### src/rtl/cpu_clk_pkg.sv
// rtl/cpu_clk_pkg.sv - shared types and constants for the CPU clock conditioner
package cpu_clk_pkg;

  typedef enum logic [2:0] {
    RST_RUN,
    RUN,
    STEP_IDLE,
    STEP_HI,
    STEP_LO
  } clk_state_t;

  localparam logic MODE_RUN  = 1'b0;
  localparam logic MODE_STEP = 1'b1;

endpackage

### src/rtl/key_debounce.sv
// rtl/key_debounce.sv - pushbutton synchroniser, debouncer and press-pulse generator
module key_debounce #(
  parameter int DEB_CYCLES = 50000
) (
  input  logic CLOCK,
  input  logic Reset,
  input  logic raw_n,
  output logic stable,
  output logic press
);

  localparam int CW = (DEB_CYCLES > 1) ? $clog2(DEB_CYCLES) : 1;

  logic          sync1;
  logic          sync2;
  logic          stable_d;
  logic [CW-1:0] cnt;

  // Two-flop synchroniser; idle level of an active-low key is 1
  always_ff @(posedge CLOCK) begin
    if (Reset) begin
      sync1 <= 1'b1;
      sync2 <= 1'b1;
    end else begin
      sync1 <= raw_n;
      sync2 <= sync1;
    end
  end

  // Accept a new level only after DEB_CYCLES consecutive samples disagree with the current one
  always_ff @(posedge CLOCK) begin
    if (Reset) begin
      stable <= 1'b1;
      cnt    <= '0;
    end else if (sync2 == stable) begin
      cnt <= '0;
    end else if (cnt == CW'(DEB_CYCLES - 1)) begin
      stable <= sync2;
      cnt    <= '0;
    end else begin
      cnt <= cnt + CW'(1);
    end
  end

  // One-cycle pulse on the accepted 1->0 transition (key pressed)
  always_ff @(posedge CLOCK) begin
    if (Reset) begin
      stable_d <= 1'b1;
      press    <= 1'b0;
    end else begin
      stable_d <= stable;
      press    <= stable_d & ~stable;
    end
  end

endmodule

### src/rtl/cpu_clock_ctrl.sv
// rtl/cpu_clock_ctrl.sv - CPU clock/reset conditioner (run/step, reset stretch, cycle count; CLKCTRL_BREAK_EN adds PC breakpoint)
module cpu_clock_ctrl
  import cpu_clk_pkg::*;
#(
  parameter int DIV_LOG2   = 2,
  parameter int DEB_CYCLES = 50000,
  parameter int RST_EDGES  = 2
) (
  input  logic        CLOCK,
  input  logic        Reset,
  input  logic        KeyStep_n,
  input  logic        KeyMode_n,
  input  logic [31:0] PC,
  input  logic [31:0] BreakAddr,
  output logic        ClockDIV,
  output logic        CpuReset,
  output logic        Mode,
  output logic [31:0] CycleCount
);

  localparam int H   = 1 << (DIV_LOG2 - 1);
  localparam int CW  = (DIV_LOG2 > 1) ? (DIV_LOG2 - 1) : 1;
  localparam int RCW = (RST_EDGES > 0) ? $clog2(RST_EDGES + 1) : 1;

  clk_state_t     state;
  logic [CW-1:0]  ctr;
  logic [RCW-1:0] rst_cnt;
  logic           mode_pend;
  logic           ctr_last;
  logic           step_press;
  logic           mode_press;
  logic           step_stable;
  logic           mode_stable;
  logic           brk_fire;

  assign ctr_last = (ctr == CW'(H - 1));

  key_debounce #(.DEB_CYCLES(DEB_CYCLES)) u_deb_step (
    .CLOCK  (CLOCK),
    .Reset  (Reset),
    .raw_n  (KeyStep_n),
    .stable (step_stable),
    .press  (step_press)
  );

  key_debounce #(.DEB_CYCLES(DEB_CYCLES)) u_deb_mode (
    .CLOCK  (CLOCK),
    .Reset  (Reset),
    .raw_n  (KeyMode_n),
    .stable (mode_stable),
    .press  (mode_press)
  );

`ifdef CLKCTRL_BREAK_EN
  logic brk_inert;

  // A breakpoint fires on a falling ClockDIV edge in RUN, at most once per visit of PC to BreakAddr
  assign brk_fire = (state == RUN) && ClockDIV && ctr_last && !brk_inert && (PC == BreakAddr);

  // Keep a fired breakpoint quiet until the PC moves off the address
  always_ff @(posedge CLOCK) begin
    if (Reset) begin
      brk_inert <= 1'b0;
    end else if (brk_fire) begin
      brk_inert <= 1'b1;
    end else if (PC != BreakAddr) begin
      brk_inert <= 1'b0;
    end
  end
`else
  logic unused_brk;

  assign brk_fire   = 1'b0;
  assign unused_brk = ^{PC, BreakAddr};
`endif

  logic unused_stable;
  assign unused_stable = step_stable ^ mode_stable;

  // Phase counter, clock FSM, reset stretcher and executed-cycle counter
  always_ff @(posedge CLOCK) begin
    if (Reset) begin
      state      <= RST_RUN;
      ClockDIV   <= 1'b0;
      CpuReset   <= 1'b1;
      Mode       <= MODE_RUN;
      CycleCount <= '0;
      ctr        <= '0;
      rst_cnt    <= '0;
      mode_pend  <= 1'b0;
    end else begin
      // A mode request is remembered until a state that can apply it consumes it
      if (mode_press || brk_fire) mode_pend <= 1'b1;

      case (state)
        RST_RUN: begin
          if (ctr_last) begin
            ctr      <= '0;
            ClockDIV <= ~ClockDIV;
            if (!ClockDIV) begin
              if (rst_cnt != RCW'(RST_EDGES)) rst_cnt <= rst_cnt + RCW'(1);
            end else if (rst_cnt == RCW'(RST_EDGES)) begin
              CpuReset <= 1'b0;
              state    <= (Mode == MODE_STEP) ? STEP_IDLE : RUN;
            end
          end else begin
            ctr <= ctr + CW'(1);
          end
        end

        RUN: begin
          if (ctr_last) begin
            ctr <= '0;
            // Switch only at the end of a low phase so no shortened pulse escapes
            if (!ClockDIV && mode_pend) begin
              Mode      <= MODE_STEP;
              mode_pend <= 1'b0;
              state     <= STEP_IDLE;
            end else begin
              ClockDIV <= ~ClockDIV;
              if (!ClockDIV && !CpuReset) CycleCount <= CycleCount + 32'd1;
            end
          end else begin
            ctr <= ctr + CW'(1);
          end
        end

        STEP_IDLE: begin
          if (step_press) begin
            ClockDIV   <= 1'b1;
            ctr        <= '0;
            state      <= STEP_HI;
            CycleCount <= CycleCount + 32'd1;
          end else if (mode_pend || mode_press) begin
            Mode      <= MODE_RUN;
            mode_pend <= 1'b0;
            ctr       <= '0;
            state     <= RUN;
          end
        end

        STEP_HI: begin
          if (ctr_last) begin
            ClockDIV <= 1'b0;
            ctr      <= '0;
            state    <= STEP_LO;
          end else begin
            ctr <= ctr + CW'(1);
          end
        end

        STEP_LO: begin
          if (ctr_last) begin
            ctr   <= '0;
            state <= STEP_IDLE;
          end else begin
            ctr <= ctr + CW'(1);
          end
        end

        default: begin
          state    <= RST_RUN;
          ClockDIV <= 1'b0;
          CpuReset <= 1'b1;
        end
      endcase
    end
  end

endmodule
### config.mk
export PLATFORM = sky130hd
export DESIGN_NAME = cpu_clock_ctrl
export DESIGN_NICKNAME = d
export VERILOG_FILES = /design/src/rtl/cpu_clk_pkg.sv /design/src/rtl/key_debounce.sv /design/src/rtl/cpu_clock_ctrl.sv
export SDC_FILE = /design/constraint.sdc
export NUM_CORES = 1
export LEC_CHECK = 0
export CAP_MARGIN = 10
export CORE_MARGIN = 10
export CORE_UTILIZATION = 52
export DETAILED_ROUTE_END_ITERATION = 16
export GPL_ROUTABILITY_DRIVEN = 0
export PLACE_DENSITY = 0.85
export SETUP_SLACK_MARGIN = 0.05
export SLEW_MARGIN = 20
export SYNTH_ARGS = -nofsm -noshare
export SYNTH_HDL_FRONTEND = slang
export SYNTH_SLANG_ARGS = --single-unit
### constraint.sdc
create_clock -name CLOCK -period 4 [get_ports CLOCK]
set_input_delay 0.8 -clock CLOCK [delete_from_list [all_inputs] [get_ports CLOCK]]
set_output_delay 0.8 -clock CLOCK [all_outputs]
set_load 0.01 [all_outputs]
==> results of run 1 <==
through the flow:
stage               setup slack, ps   util
floorplan                      2060      -
global placement               1610  0.607
detailed placement             1530  0.607
CTS                            1470  0.639
global route                   1250  0.639
finish                         1430  0.639
kinds of logic (layout without fill, tap and decap cells):
logic type	count (synthesis)	count (layout)
buf+inv	33	70
flops	84	84
xor+xnor	50	50
compound gates	50	50
simple gates	229	229
fa+ha+maj	4	4
per-layer routing:
metal | vias up | share of wire
li1 | 1613 | -
met1 | 1551 | 0.45
met2 | 86 | 0.49
met3 | 15 | 0.052
met4 | 0 | 0.015
met5 | - | 0
sequential cells by signal (all words and copies together) (netlist names), 2 cells and up:
register / count
CycleCount: 32
u_deb_mode.cnt: 16
u_deb_step.cnt: 16
state: 3
rst_cnt: 2
synthesized netlist by cell type, types with 2 or more instances:
cell type / instances / area share
and4_1: 4 / 0.0093
o21ai_0: 14 / 0.019
nand3_1: 24 / 0.032
a21oi_1: 19 / 0.025
xnor2_1: 22 / 0.051
nor2_1: 82 / 0.082
or4_1: 2 / 0.0040
nand2_1: 29 / 0.029
nor4_1: 4 / 0.0066
ha_1: 4 / 0.013
nor4b_1: 2 / 0.0047
dfxtp_1: 84 / 0.45
a211oi_1: 2 / 0.0040
inv_1: 15 / 0.015
o31ai_1: 2 / 0.0040
or2_2: 7 / 0.012
nor3_1: 6 / 0.0080
a211o_1: 3 / 0.0070
nand4_1: 27 / 0.045
nor2b_1: 7 / 0.012
buf_2: 4 / 0.0053
xor2_1: 28 / 0.065
o221ai_1: 2 / 0.0047
nand3b_1: 2 / 0.0040
nor3b_1: 2 / 0.0040
clkbuf_1: 12 / 0.012
or3_1: 13 / 0.022
and3_1: 14 / 0.023
critical path: stages (launching register included):
cell     delay [ps]
dfxtp_1         570
nor2b_1         130
o22ai_2         790
nand3_1         370
or3_1           460
a21oi_1         160
power by group:
part	internal (mW)	total (mW)	switching, mW
clock network	0.368	0.663	0.294
registers	0.844	0.853	0.00909
logic	0.0190	0.0425	0.0234
total	1.23	1.56	0.327
path summary, 6_finish.rpt:
path	to	slack, ps	cells after the start
min reg2reg	u_deb_mode.press	410	2
min	u_deb_mode.press	410	2
max	CycleCount[27]	1430	5
max reg2reg	CycleCount[27]	1430	5
cell type report:
| type | instances | area [um^2] |
|---|---|---|
| clock buffer | 12 | 145 |
| clock inverter | 4 | 72.6 |
| fill | 596 | 2490 |
| inverter | 15 | 56.3 |
| multi-input combinational | 333 | 1950 |
| sequential | 84 | 1680 |
| tap | 96 | 120 |
| timing repair buffer | 39 | 383 |
==> impl_metrics.env, run 1 <==
export IMPL_status="complete, no violations"
export IMPL_fin_crit_ps=2570
export IMPL_die_area_um2=11000
export IMPL_synth_compound_area_frac=0.0827
export IMPL_root_buffer="clkbuf_8"
export IMPL_synth_edf_count=0
export IMPL_rsz0062_at_grt="no"
export IMPL_syn_inst=450
export IMPL_dp_hpwl_um=5460
export IMPL_antenna_found_initial=0
export IMPL_cts_hold_buf=0
export IMPL_io_pins=103
export IMPL_vias=3265
export IMPL_path_clk_slew_ps=80
export IMPL_post_cts_buffers=0
export IMPL_initial_utilization=0.545
export IMPL_drt_initial_drc_count=163
export IMPL_ys_seq_elements=84
export IMPL_hold_viol=0
export IMPL_cts_resized=0
export IMPL_wirelength_um=7970
export IMPL_clk_path_buf_depth=2
export IMPL_core_area_um2=6910
export IMPL_grt_remaining_overflow=0
export IMPL_endpoint_kind="flop"
export IMPL_area_delta_synth_final_pct=17.2
export IMPL_vdd_drop_max_v=0.000176
export IMPL_fin_nets=554
export IMPL_cts_buffers=9
export IMPL_powerDensity_nw_per_um2=353
export IMPL_total_leakage_power_nw=1.48
export IMPL_synth_flop_cell="dfxtp_1"
export IMPL_ant_nets=0
export IMPL_port_buffers=38
export IMPL_synth_top_family_by_area="simple AND/OR/NAND/NOR gates"
export IMPL_cts_tree="built"
export IMPL_antennaDiodeCount=0
export IMPL_firstDrtPassIters=5
export IMPL_clock_latency_ps=350
export IMPL_die_w_um=105
export IMPL_yosysWarnings=0
export IMPL_startpoint_type="flop"
export IMPL_die_height_um=105
export IMPL_setup_viol=0
export IMPL_drv_cap=0
export IMPL_final_cell_area_um2=4410
export IMPL_layout_worst_path_cycle_share=0.644
export IMPL_synth_area_mux_share=0
export IMPL_finalPower_mw=1.56
export IMPL_synth_xor_area_frac=0.116
export IMPL_fin_skew_ps=7.94
export IMPL_synth_cell_types=42
export IMPL_grt_pass1_vias=3087
export IMPL_yosysSeqAreaShare=0.447
export IMPL_clock_sinks=84
export IMPL_rows=30
export IMPL_crit_fanout=23
export IMPL_synthArstFlopShare=0
export IMPL_grt_util_met3=0.0369
export IMPL_remaining_drc_errors=0
export IMPL_postSynthAreaPerCell_um2=8.37
export IMPL_worstPathRequired_ps=4280
export IMPL_use_met2=0.241
export IMPL_min_from="u_deb_mode.stable_d"
export IMPL_grt_usage=0.144
export IMPL_crit_arrival_ps=2860
export IMPL_synth_fa_ha_area_frac=0.0133
export IMPL_layout_common_cells="84 x dfxtp_1, 82 x nor2_1, 37 x clkdlybuf4s50_1"
export IMPL_max_freq_mhz=388
export IMPL_worstHoldPathType="flop to flop"
export IMPL_grt_start_max_net_pins=54
export IMPL_gr_usage_met1=0.169
export IMPL_finalSetupTns_ps=0
export IMPL_place_inst=567
export IMPL_criticalPathCategory="flop to flop"
export IMPL_synth_area_um2=3770
export IMPL_timing_rr_start="state[1]"
export IMPL_slew_headroom=0.347
export IMPL_cts_max_level=3
export IMPL_grt_pass1_wl_um=13800
export IMPL_post_dp_cell_area_um2=4200
export IMPL_instances_no_fill=583
export IMPL_final_common_cell="dfxtp_1"
export IMPL_wl_per_cell_um=13.7
export IMPL_worstMarginPinSlew_ps=980
export IMPL_syn_nets=522
export IMPL_drive_above_1_share=0.0595
export IMPL_critPathLaunch="state[1]"
export IMPL_slew_violations=0
export IMPL_synthSimpleGateAreaFrac=0.307
export IMPL_fin_hold_ws_ps=413
export IMPL_viasPerCell=5.60
export IMPL_grt_busiest_layer="met2"
Note: power is estimated with default switching activity, not from simulation.
==> run 2, diff against run 1 <==
CORE_UTILIZATION = 48   (was 52)
PLACE_DENSITY = 0.8   (was 0.85)
clock period = 2.4 ns   (was 4 ns; I/O delays follow)
==> run 2 against run 1 <==
Against the previous run: total power up 67%; hold slack worse by 3.1 ps; clock power up 66%; final area up 1.5%; utilization down 5.6 points; non-clock buffer count up 8; maximum frequency up 22%; critical endpoint is now CycleCount[30].
==> impl_metrics.env, run 2 (same netlist as run 1, synthesis figures left out) <==
export IMPL_vias=3201
export IMPL_dp_hpwl_um=5520
export IMPL_regMostFlops="CycleCount"
export IMPL_layout_worst_path_cycle_share=0.880
export IMPL_final_common_cell="dfxtp_1"
export IMPL_root_buffer="clkbuf_8"
export IMPL_io_pins=103
export IMPL_worstPathRequired_ps=2680
export IMPL_fill_cells=689
export IMPL_antennaDiodeCount=0
export IMPL_port_buffers=38
export IMPL_cts_buffers=9
export IMPL_post_cts_buffers=0
export IMPL_cts_tree="built"
export IMPL_path_clk_slew_ps=90
export IMPL_slew_violations=0
export IMPL_instances_no_fill=597
export IMPL_criticalPathCategory="flop to flop"
export IMPL_crit_arrival_ps=2390
export IMPL_rsz0062_at_grt="no"
export IMPL_clock_latency_ps=350
export IMPL_drive_above_1_share=0.0747
export IMPL_post_dp_cell_area_um2=4260
export IMPL_die_w_um=109
export IMPL_wl_per_cell_um=12.8
export IMPL_grt_remaining_overflow=0
export IMPL_cp_slowest_cell="or4b_4"
export IMPL_grt_pass1_wl_um=12900
export IMPL_fin_nets=562
export IMPL_max_freq_mhz=473
export IMPL_crit_path_cell_trace="or4b_4 > a211oi_2 > nand4_1 > or4_1 > a21oi_1"
export IMPL_clock_sinks=84
export IMPL_regArea_um2=1680
export IMPL_rows=32
export IMPL_setup_viol=0
export IMPL_worstMarginPinSlew_ps=577
export IMPL_grt_usage=0.130
export IMPL_firstDrtPassIters=4
export IMPL_cts_resized=0
export IMPL_antenna_found_initial=0
export IMPL_ant_nets=0
export IMPL_core_area_um2=7690
export IMPL_worstHoldPathType="flop to flop"
export IMPL_cts_max_level=3
export IMPL_crit_fanout=4
export IMPL_remaining_drc_errors=0
export IMPL_grt_pass1_vias=2872
export IMPL_powerDensity_nw_per_um2=580
export IMPL_status="complete, no violations"
export IMPL_slew_headroom=0.612
export IMPL_drt_initial_drc_count=117
export IMPL_initial_utilization=0.490
export IMPL_viasPerCell=5.36
export IMPL_die_height_um=109
export IMPL_endpoint_kind="flop"
export IMPL_total_leakage_power_nw=1.52
export IMPL_grt_start_max_net_pins=43
export IMPL_fin_skew_ps=15.8
export IMPL_multi_input_area_um2=1950
export IMPL_place_inst=581
export IMPL_finalSetupTns_ps=0
export IMPL_fin_crit_ps=2110
export IMPL_clk_path_buf_depth=2
export IMPL_slowest_delay_ps=580
export IMPL_die_area_um2=11800
export IMPL_vdd_drop_max_v=0.000334
export IMPL_biggestRegsByFlops="CycleCount: 32 flops, u_deb_mode.cnt: 16 flops, u_deb_step.cnt: 16 flops"
export IMPL_startpoint_type="flop"
export IMPL_layout_common_cells="84 x dfxtp_1, 82 x nor2_1, 37 x clkdlybuf4s50_1"
export IMPL_largest_reg_flops=32
export IMPL_final_cell_area_um2=4480
export IMPL_drv_cap=0
export IMPL_cts_hold_buf=0
export IMPL_area_delta_synth_final_pct=18.9
export IMPL_hold_viol=0
export IMPL_wirelength_um=7650
[run 2: report_power, final]
part | leakage [nW] | internal [mW] | switching (mW)
sequential | 0.679 | 1.41 | 0.0117
clock | 0.104 | 0.593 | 0.509
combinational | 0.737 | 0.0342 | 0.0426
[run 2: critical path, delay by kind of cell, from the launching register on]
| kind | cells | cell delay [ps] |
|---|---|---|
| AOI/OAI and AO/OA | 2 | 460 |
| DFF | 1 | 350 |
| and+or+nand+nor | 3 | 1240 |
[run 2: final cells by class]
| type | count | share of cell area |
|---|---|---|
| Inverter | 15 | 0.0126 |
| Multi-Input combinational cell | 333 | 0.436 |
| Clock buffer | 11 | 0.0293 |
| Sequential cell | 84 | 0.375 |
| Timing Repair Buffer | 47 | 0.0989 |
| Tap cell | 102 | 0.0285 |
| Clock inverter | 5 | 0.0190 |
[run 2: final timing paths]
path	start	cells past startpoint	endpoint	slack [ps]
setup / recovery	CpuReset	5	CycleCount[30]	290
hold / removal	u_deb_mode.stable_d	2	u_deb_mode.press	410
setup reg to reg	CpuReset	5	CycleCount[30]	290
hold reg to reg	u_deb_mode.stable_d	2	u_deb_mode.press	410
[run 2: layer usage]
layer / GRT usage / vias up / part of all wire / routed length, um
met5: 0 / - / 0 / 0
li1: - / 1632 / - / -
met1: 0.164 / 1494 / 0.46 / 3530
met2: 0.212 / 62 / 0.47 / 3610
met3: 0.0286 / 13 / 0.050 / 385
met4: 0.0490 / 0 / 0.016 / 121
[run 2: metrics by stage]
step	power, mW	worst slack [ps]	hold WS [ps]	util
finish	2.60	288	410	0.583
global route	2.69	176	434	0.583
CTS	2.63	295	413	0.583
detailed placement	1.53	328	394	0.555
global placement	1.53	372	392	0.555
floorplan	1.50	464	389	-
==> run 3, diff against run 2 <==
SLEW_MARGIN = default   (was 20)
==> results of run 3 <==
No change in the layout: final DEF, timing and power equal those of run 2.
